### src/rtl/demux_stream_pkg.sv
// Shared defaults, channel select encoding and queue state helper.
package demux_stream_pkg;

  localparam int WIDTH_DEF = 16;
  localparam int DEPTH_DEF = 2;

  localparam logic SEL_A = 1'b0;
  localparam logic SEL_B = 1'b1;

  typedef enum logic [1:0] {
    Q_EMPTY   = 2'd0,
    Q_PARTIAL = 2'd1,
    Q_FULL    = 2'd2
  } q_state_e;

  // Queue state is a pure function of occupancy; there is no separate FSM.
  function automatic q_state_e q_state(input int cnt, input int depth);
    if (cnt == 0)          return Q_EMPTY;
    else if (cnt >= depth) return Q_FULL;
    else                   return Q_PARTIAL;
  endfunction

endpackage

### src/rtl/stream_fifo.sv
// Single-clock FIFO queue: registered head, no bypass, storage not reset.
module stream_fifo
  import demux_stream_pkg::*;
#(
  parameter int WIDTH = WIDTH_DEF,
  parameter int DEPTH = DEPTH_DEF,
  localparam int PW = $clog2(DEPTH),
  localparam int CW = $clog2(DEPTH) + 1
) (
  input  logic             clk,
  input  logic             rst_n,
  input  logic             i_push,
  input  logic             i_pop,
  input  logic [WIDTH-1:0] i_data,
  output logic [WIDTH-1:0] o_data,
  output logic             o_full,
  output logic             o_empty,
  output logic [CW-1:0]    o_count
);

  logic [WIDTH-1:0] r_mem [DEPTH];
  logic [PW-1:0]    r_wptr;
  logic [PW-1:0]    r_rptr;
  logic [CW-1:0]    r_count;
  q_state_e         w_state;
  logic             w_push;
  logic             w_pop;

  assign w_state = q_state(int'(r_count), DEPTH);
  assign o_full  = (w_state == Q_FULL);
  assign o_empty = (w_state == Q_EMPTY);
  assign o_count = r_count;
  assign o_data  = r_mem[r_rptr];

  // A full queue refuses pushes; popping an empty queue is a no-op.
  assign w_push = i_push && !o_full;
  assign w_pop  = i_pop && !o_empty;

  // Storage write; deliberately left out of reset.
  always_ff @(posedge clk) begin
    if (w_push) r_mem[r_wptr] <= i_data;
  end

  // Pointers wrap naturally since DEPTH is a power of two.
  always_ff @(posedge clk or negedge rst_n) begin
    if (!rst_n) begin
      r_wptr  <= '0;
      r_rptr  <= '0;
      r_count <= '0;
    end else begin
      if (w_push) r_wptr <= r_wptr + PW'(1);
      if (w_pop)  r_rptr <= r_rptr + PW'(1);
      if (w_push && !w_pop)      r_count <= r_count + CW'(1);
      else if (w_pop && !w_push) r_count <= r_count - CW'(1);
    end
  end

endmodule

### src/rtl/demux_stream.sv
// 1-to-2 stream demux: routes each accepted word into the queue chosen by in_sel.
module demux_stream
  import demux_stream_pkg::*;
#(
  parameter int WIDTH = WIDTH_DEF,
  parameter int DEPTH = DEPTH_DEF,
  localparam int CW = $clog2(DEPTH) + 1
) (
  input  logic             clk,
  input  logic             rst_n,
  input  logic             in_valid,
  input  logic             in_sel,
  input  logic [WIDTH-1:0] in_data,
  output logic             in_ready,
  output logic             a_valid,
  output logic [WIDTH-1:0] a_data,
  input  logic             a_ready,
  output logic             b_valid,
  output logic [WIDTH-1:0] b_data,
  input  logic             b_ready,
  output logic [CW-1:0]    a_count,
  output logic [CW-1:0]    b_count
);

  logic w_a_full, w_a_empty, w_b_full, w_b_empty;
  logic w_acc, w_push_a, w_push_b;

  // Ready looks only at the selected queue's registered fullness, never at consumer ready.
  assign in_ready = (in_sel == SEL_B) ? !w_b_full : !w_a_full;
  assign w_acc    = in_valid && in_ready;
  assign w_push_a = w_acc && (in_sel == SEL_A);
  assign w_push_b = w_acc && (in_sel == SEL_B);

  assign a_valid = !w_a_empty;
  assign b_valid = !w_b_empty;

  stream_fifo #(.WIDTH(WIDTH), .DEPTH(DEPTH)) u_fifo_a (
    .clk     (clk),
    .rst_n   (rst_n),
    .i_push  (w_push_a),
    .i_pop   (a_ready),
    .i_data  (in_data),
    .o_data  (a_data),
    .o_full  (w_a_full),
    .o_empty (w_a_empty),
    .o_count (a_count)
  );

  stream_fifo #(.WIDTH(WIDTH), .DEPTH(DEPTH)) u_fifo_b (
    .clk     (clk),
    .rst_n   (rst_n),
    .i_push  (w_push_b),
    .i_pop   (b_ready),
    .i_data  (in_data),
    .o_data  (b_data),
    .o_full  (w_b_full),
    .o_empty (w_b_empty),
    .o_count (b_count)
  );

endmodule

### config.mk
export PLATFORM = sky130hd
export DESIGN_NAME = demux_stream
export DESIGN_NICKNAME = d
export VERILOG_FILES = /design/src/rtl/demux_stream_pkg.sv /design/src/rtl/stream_fifo.sv /design/src/rtl/demux_stream.sv
export SDC_FILE = /design/constraint.sdc
export NUM_CORES = 1
export LEC_CHECK = 0
export ABC_AREA = 1
export BUFFER_PORTS_ARGS = -buffer_cell sky130_fd_sc_hd__clkbuf_2
export CAP_MARGIN = 30
export CORE_MARGIN = 4
export CORE_UTILIZATION = 48
export CTS_CLUSTER_SIZE = 8
export DETAILED_ROUTE_END_ITERATION = 16
export HOLD_SLACK_MARGIN = 0.15
export PLACE_DENSITY = 0.71
export SYNTH_ARGS = -nofsm -noshare
export SYNTH_HDL_FRONTEND = slang
export SYNTH_SLANG_ARGS = --single-unit
### constraint.sdc
create_clock -name clk -period 1.8 [get_ports clk]
set_input_delay 0.27 -clock clk [delete_from_list [all_inputs] [get_ports clk]]
set_output_delay 0.27 -clock clk [all_outputs]
set_load 0.03 [all_outputs]
Yosys cells after proc, flatten, opt, wreduce, memory -nomap -nowiden

Memory sizes are Yosys's and may differ from the RTL's.
Cells that the tools add are included.

Flip-flop bits (word level): 8
Memory bits (writable): 64
Bits of input ports: 22
Output and inout bits: 39
Word-level logic and storage cells: 59
Memories: 2

Add/subtract/negate cells: 8
$lt $le $gt $ge: 2
Equality and inequality tests: 2
Muxes and demuxes: 13
Bitwise operators: 1
Reduce and logical (&&, ||, !) cells: 25

Memories:

| memory         | words | width | read ports | clocked after memory_dff | wr ports | line              | text |
|---|---|---|---|---|---|---|---|
| u_fifo_a.r_mem | 2     | 16    | 1          | 0                        | 1        | stream_fifo.sv:21 | `logic [WIDTH-1:0] r_mem [DEPTH];` |
| u_fifo_b.r_mem | 2     | 16    | 1          | 0                        | 1        | stream_fifo.sv:21 |  |

Operator list:

| operator                                                  | count |
|---|---|
| two-way mux 2 bit                                         | 8 |
| logical AND 1 bit                                         | 11 |
| zero test 1 bit                                           | 8 |
| zero test 2 bit                                           | 4 |
| two-way mux 1 bit                                         | 5 |
| adder 1 bit (second input constant)                       | 4 |
| adder 2 x 1 -> 2 bit (second input constant)              | 2 |
| equality test 2 bit (second input constant)               | 2 |
| greater-or-equal comparator 2 bit (second input constant) | 2 |
| nonzero test 2 bit                                        | 2 |
| subtractor 2 x 1 -> 2 bit (second input constant)         | 2 |
| inverter 1 bit                                            | 1 |

Depth between registers and ports, before layout

Depth in word-level cells: 13
Gate-level depth with buffers: 9
Depth with buffers taken out: 9

By module

From an unflattened synthesis, not the netlist that was laid out.

Cell total of the unflattened synthesis: 235
Area, all modules: 2,906.5 µm²

By module, submodules not included:

| module       | instances | cells an instance | area each (µm²) |
|---|---|---|---|
| stream_fifo  | 2         | 112               | 1,430.1 |
| demux_stream | 1         | 11                | 46.3 |

Least setup slack after synthesis

OpenSTA, ideal clock, no wires.

Path type: reg-to-reg
Start point: register u_fifo_b.r_count[1], in the netlist u_fifo_b.o_count[1]
End point: memory u_fifo_b.r_mem[1][0] (netlist name) (enable)
Data arrival time: 1,489 ps
Data required time: 1,412 ps
Slack: -78 ps
Cell stages (with the launch flop): 4
Path buffers: 0
Clock period less this slack: 1,878 ps
Cells stage by stage: dfrtp_1 inv_1 nand3_1 nor2_1

Word-level cells in the longest chain between the ends: 11
Elaborated cells on any way between the ends: 12
Those cells by class: order compare (1); eq/ne (1); mux (5); reduce/logical (5)

RTL lines:

| element                                   | line                                  | text |
|---|---|---|
| start, declared                           | stream_fifo.sv:24                     | `logic [CW-1:0] r_count;` |
| start signal, assigned                    | stream_fifo.sv:53                     | `if (w_push && !w_pop) r_count <= r_count + CW'(1);` |
| start signal, assigned                    | stream_fifo.sv:54                     | `else if (w_pop && !w_push) r_count <= r_count - CW'(1);` |
| greater-or-equal comparator 2 bit         | demux_stream_pkg.sv:19                | `else if (cnt >= depth) return Q_FULL;` |
| two-way mux 2 bit                         | demux_stream_pkg.sv:19                |  |
| two-way mux 2 bit *                       | demux_stream_pkg.sv:18                | `if (cnt == 0) return Q_EMPTY;` |
| equality test 2 bit *                     | stream_fifo.sv:30                     | `assign o_full = (w_state == Q_FULL);` |
| zero test 1 bit *                         | stream_fifo.sv:36, demux_stream.sv:29 |  |
| two-way mux 1 bit                         | demux_stream.sv:29                    | `assign in_ready = (in_sel == SEL_B) ? !w_b_full : !w_a_full;` |
| logical AND 1 bit                         | demux_stream.sv:30                    | `assign w_acc = in_valid && in_ready;` |
| logical AND 1 bit                         | demux_stream.sv:32                    | `assign w_push_b = w_acc && (in_sel == SEL_B);` |
| logical AND 1 bit *                       | stream_fifo.sv:36                     | `assign w_push = i_push && !o_full;` |
| two-way mux 1 bit *                       | stream_fifo.sv:41                     | `if (w_push) r_mem[r_wptr] <= i_data;` |
| two-way mux 1 bit (implied by the code) * | stream_fifo.sv:41                     |  |
| end, declared                             | stream_fifo.sv:21                     |  |

Mark *: on every way between the ends. The rest lies on a longest branch, timed or not.

Final worst setup path

Start point: register u_fifo_b.r_rptr
End point: output b_data[2]

Word-level cells in the longest chain between the ends: 1

RTL lines:

| element                | line               | text |
|---|---|---|
| start, declared        | stream_fifo.sv:23  | `logic [PW-1:0] r_rptr;` |
| start signal, assigned | stream_fifo.sv:52  | `if (w_pop) r_rptr <= r_rptr + PW'(1);` |
| memory (2 x 16 bit)    | -                  |  |
| end, declared          | demux_stream.sv:19 | `output logic [WIDTH-1:0] b_data,` |

Every way passes these cells.

==> results_dict.tcl <==
set metrics [dict create \
    core-area_um2 5610 \
    critPathLaunchType "register" \
    final_cell_mix "109 x nand2_1, 64 x edfxtp_1, 60 x clkbuf_2, 12 x inv_1, 12 x buf_4" \
    cts_made_buffers 9 \
    routed_wl_um 5470 \
    use_met2_pct 29.1 \
    post-dp-hpwl_um 3680 \
    grtUsageMet1_pct 18.2 \
    use_met3_pct 3.43 \
    io_buffers 60 \
    syn_nets 249 \
    period_share_pct 93.3 \
    status "finished, final reports clean" \
    crit_top_cell "nand2_1" \
    endpoint_kind "output pin" \
    placed_cell_area_um2 3240 \
    ys_ff_latch 72 \
    final_area_um2 3490 \
    holdWs_ns 0.160 \
    clkSinkCount 72 \
    vdd_drop_max_mv 0.921 \
    finalSetupViolCount 0 \
    clk_pin_slew_ns 0.07 \
    die_h_um 84.7 \
    multi_input_area_um2 572 \
    drive_gt1_share_pct 30.3 \
    synthCells 225 \
    cts_buffer_depth 2 \
    slowest_stage "dfrtp_1" \
    fin_skew_ns 0.00583 \
    dieArea_um2 7180 \
    post-route-util_pct 62.2 \
    crit_chain "buf_4 -> inv_8 -> nand2_1 -> nand2_1 -> clkbuf_2" \
    num_vias 1820 \
    ys.warnings.count 0 \
    period_needed_ns 1.68 \
    groute.usage.overall_pct 16.3 \
    critical_path_class "reg2out" \
    drv.max_cap_violation_count 0 \
    start_util_pct 50.4 \
    firstDrtPassIters 4 \
    stdcell_count 386 \
    cts_tree "done" \
    ios 61 \
    ant_nets 0 \
    dp_cells 363 \
    clock_latency_ns 0.33 \
    post_cts_buffers 0 \
    synth_area_per_cell_um2 12.6 \
    crit_fanout 17 \
    arrival_ns 1.41 \
    setup_tns_ns 0 \
    maxSlewViolCount 0 \
    p_per_area_nw_per_um2 1660 \
    yosysSeqAreaShare_pct 75.1 \
    hold_viol 0 \
    wl_per_cell_um 14.2 \
    max_clock_freq_ghz 0.595 \
    hp-class "in2reg" \
    power.total_mw 5.81 \
    grt_max_degree 18 \
    dp_slack_ns 0.377 \
    cp_data_required_time_ns 1.53 \
    finalNetCount 333 \
    slew_headroom_pct 83.7 \
    grt_pass1_wl_um 8890 \
    busiest_layer "met2" \
    ff_latch_area_um2 2120 \
    antenna_found_initial 0 \
    diodes 0 \
    synth.distinct_cells 16 \
    vias_per_cell 4.72 \
    areaGrowthSynthToFinish_pct 23.6 \
    first_global_vias 1903 \
    syn_area_um2 2830 \
    cts_max_level 3 \
    gr-total-overflow 0 \
    place_congestion 0.741 \
    rows 27 \
    setup_slack_ns 0.120 \
    die_x_um 84.7 \
    drc 0 \
    rsz0062_at_grt "false" \
    worstMarginPinSlew_ns 0.244 \
    drt_iter0_drc 68 \
    p_leak_nw 1.57 \
    clockRootBuffer "clkbuf_8" \
    nFillCells 454 \
    cp_slowest_stage_delay_ns 0.39 \
    final_common_cell "nand2_1" \
]
## per-layer routing
| metal | vias up | routed length (µm) |
|---|---|---|
| li1 | 910 | - |
| met1 | 850 | 2240 |
| met2 | 47 | 2830 |
| met3 | 13 | 260 |
| met4 | 0 | 139 |
| met5 | - | 0 |
## synthesized netlist by cell type
cell,count,area (µm²)
buf_6,4,45.0
buf_8,1,15.0
clkbuf_8,1,13.8
dfrtp_1,8,200
edfxtp_1,64,1920
ha_1,2,25.0
inv_1,12,45.0
inv_8,2,22.5
nand2_1,109,409
nand2_2,5,31.3
nand3_1,5,25.0
nand4_1,2,12.5
nor2_1,5,18.8
o21ai_0,1,5.00
xnor2_1,2,17.5
xor2_1,2,17.5
## area by class of cell
type,instances,share of cell area (%)
sequential,72,60.8
multi-input combinational,133,16.4
timing repair buffer,79,13.2
clock buffer,10,3.66
tap,72,2.58
inverter,14,1.94
clock inverter,6,1.43
## registers in the layout (all words and copies together) (netlist names)
name	count
u_fifo_a.r_mem	32
u_fifo_b.r_mem	32
u_fifo_a.o_count	2
u_fifo_b.o_count	2
u_fifo_a.r_rptr	1
u_fifo_a.r_wptr	1
u_fifo_b.r_rptr	1
u_fifo_b.r_wptr	1
## timing repair
action	in CTS	in global routing
endpoints found under the setup margin	0	9
resized for setup	0	1
hold buffers	7	0
hold endpoints to repair	27	0
## power breakdown
part | total, mW | switching, mW | internal, mW
clock | 1.18 | 0.556 | 0.620
combinational | 2.40 | 1.74 | 0.660
sequential | 2.23 | 0.137 | 2.09
total | 5.81 | 2.44 | 3.37
## critical path: cells and delay by family (launching register included)
kind | cells | cell delay [ns]
flops | 1 | 0.39
buf+inv | 3 | 0.54
simple gates | 2 | 0.14
## path summary, 6_finish.rpt
kind | slack, ns | to | cells past startpoint | start
worst min register to register | 0.51 | u_fifo_b.o_count[1] | 2 | u_fifo_b.o_count[1]
worst max register to register | 0.34 | u_fifo_b.o_count[1] | 8 | u_fifo_b.o_count[1]
max in group asynchronous | 1.25 | u_fifo_a.r_rptr | 2 | rst_n
worst max-delay path | 0.12 | b_data[2] | 5 | u_fifo_b.r_rptr
min in group asynchronous | 0.33 | u_fifo_a.o_count[1] | 2 | rst_n
worst min-delay path | 0.16 | u_fifo_a.r_mem[0][15] | 1 | in_data[15]
## cells by family after synthesis
kind of cell,Yosys count,synth area share (%)
compound gates,1,0.177
buf+inv,20,5.00
xor+xnor,4,1.24
simple gates,126,17.6
flops,72,75.1
fa+ha+maj,2,0.886
Note: power is estimated with default switching activity, not from simulation.
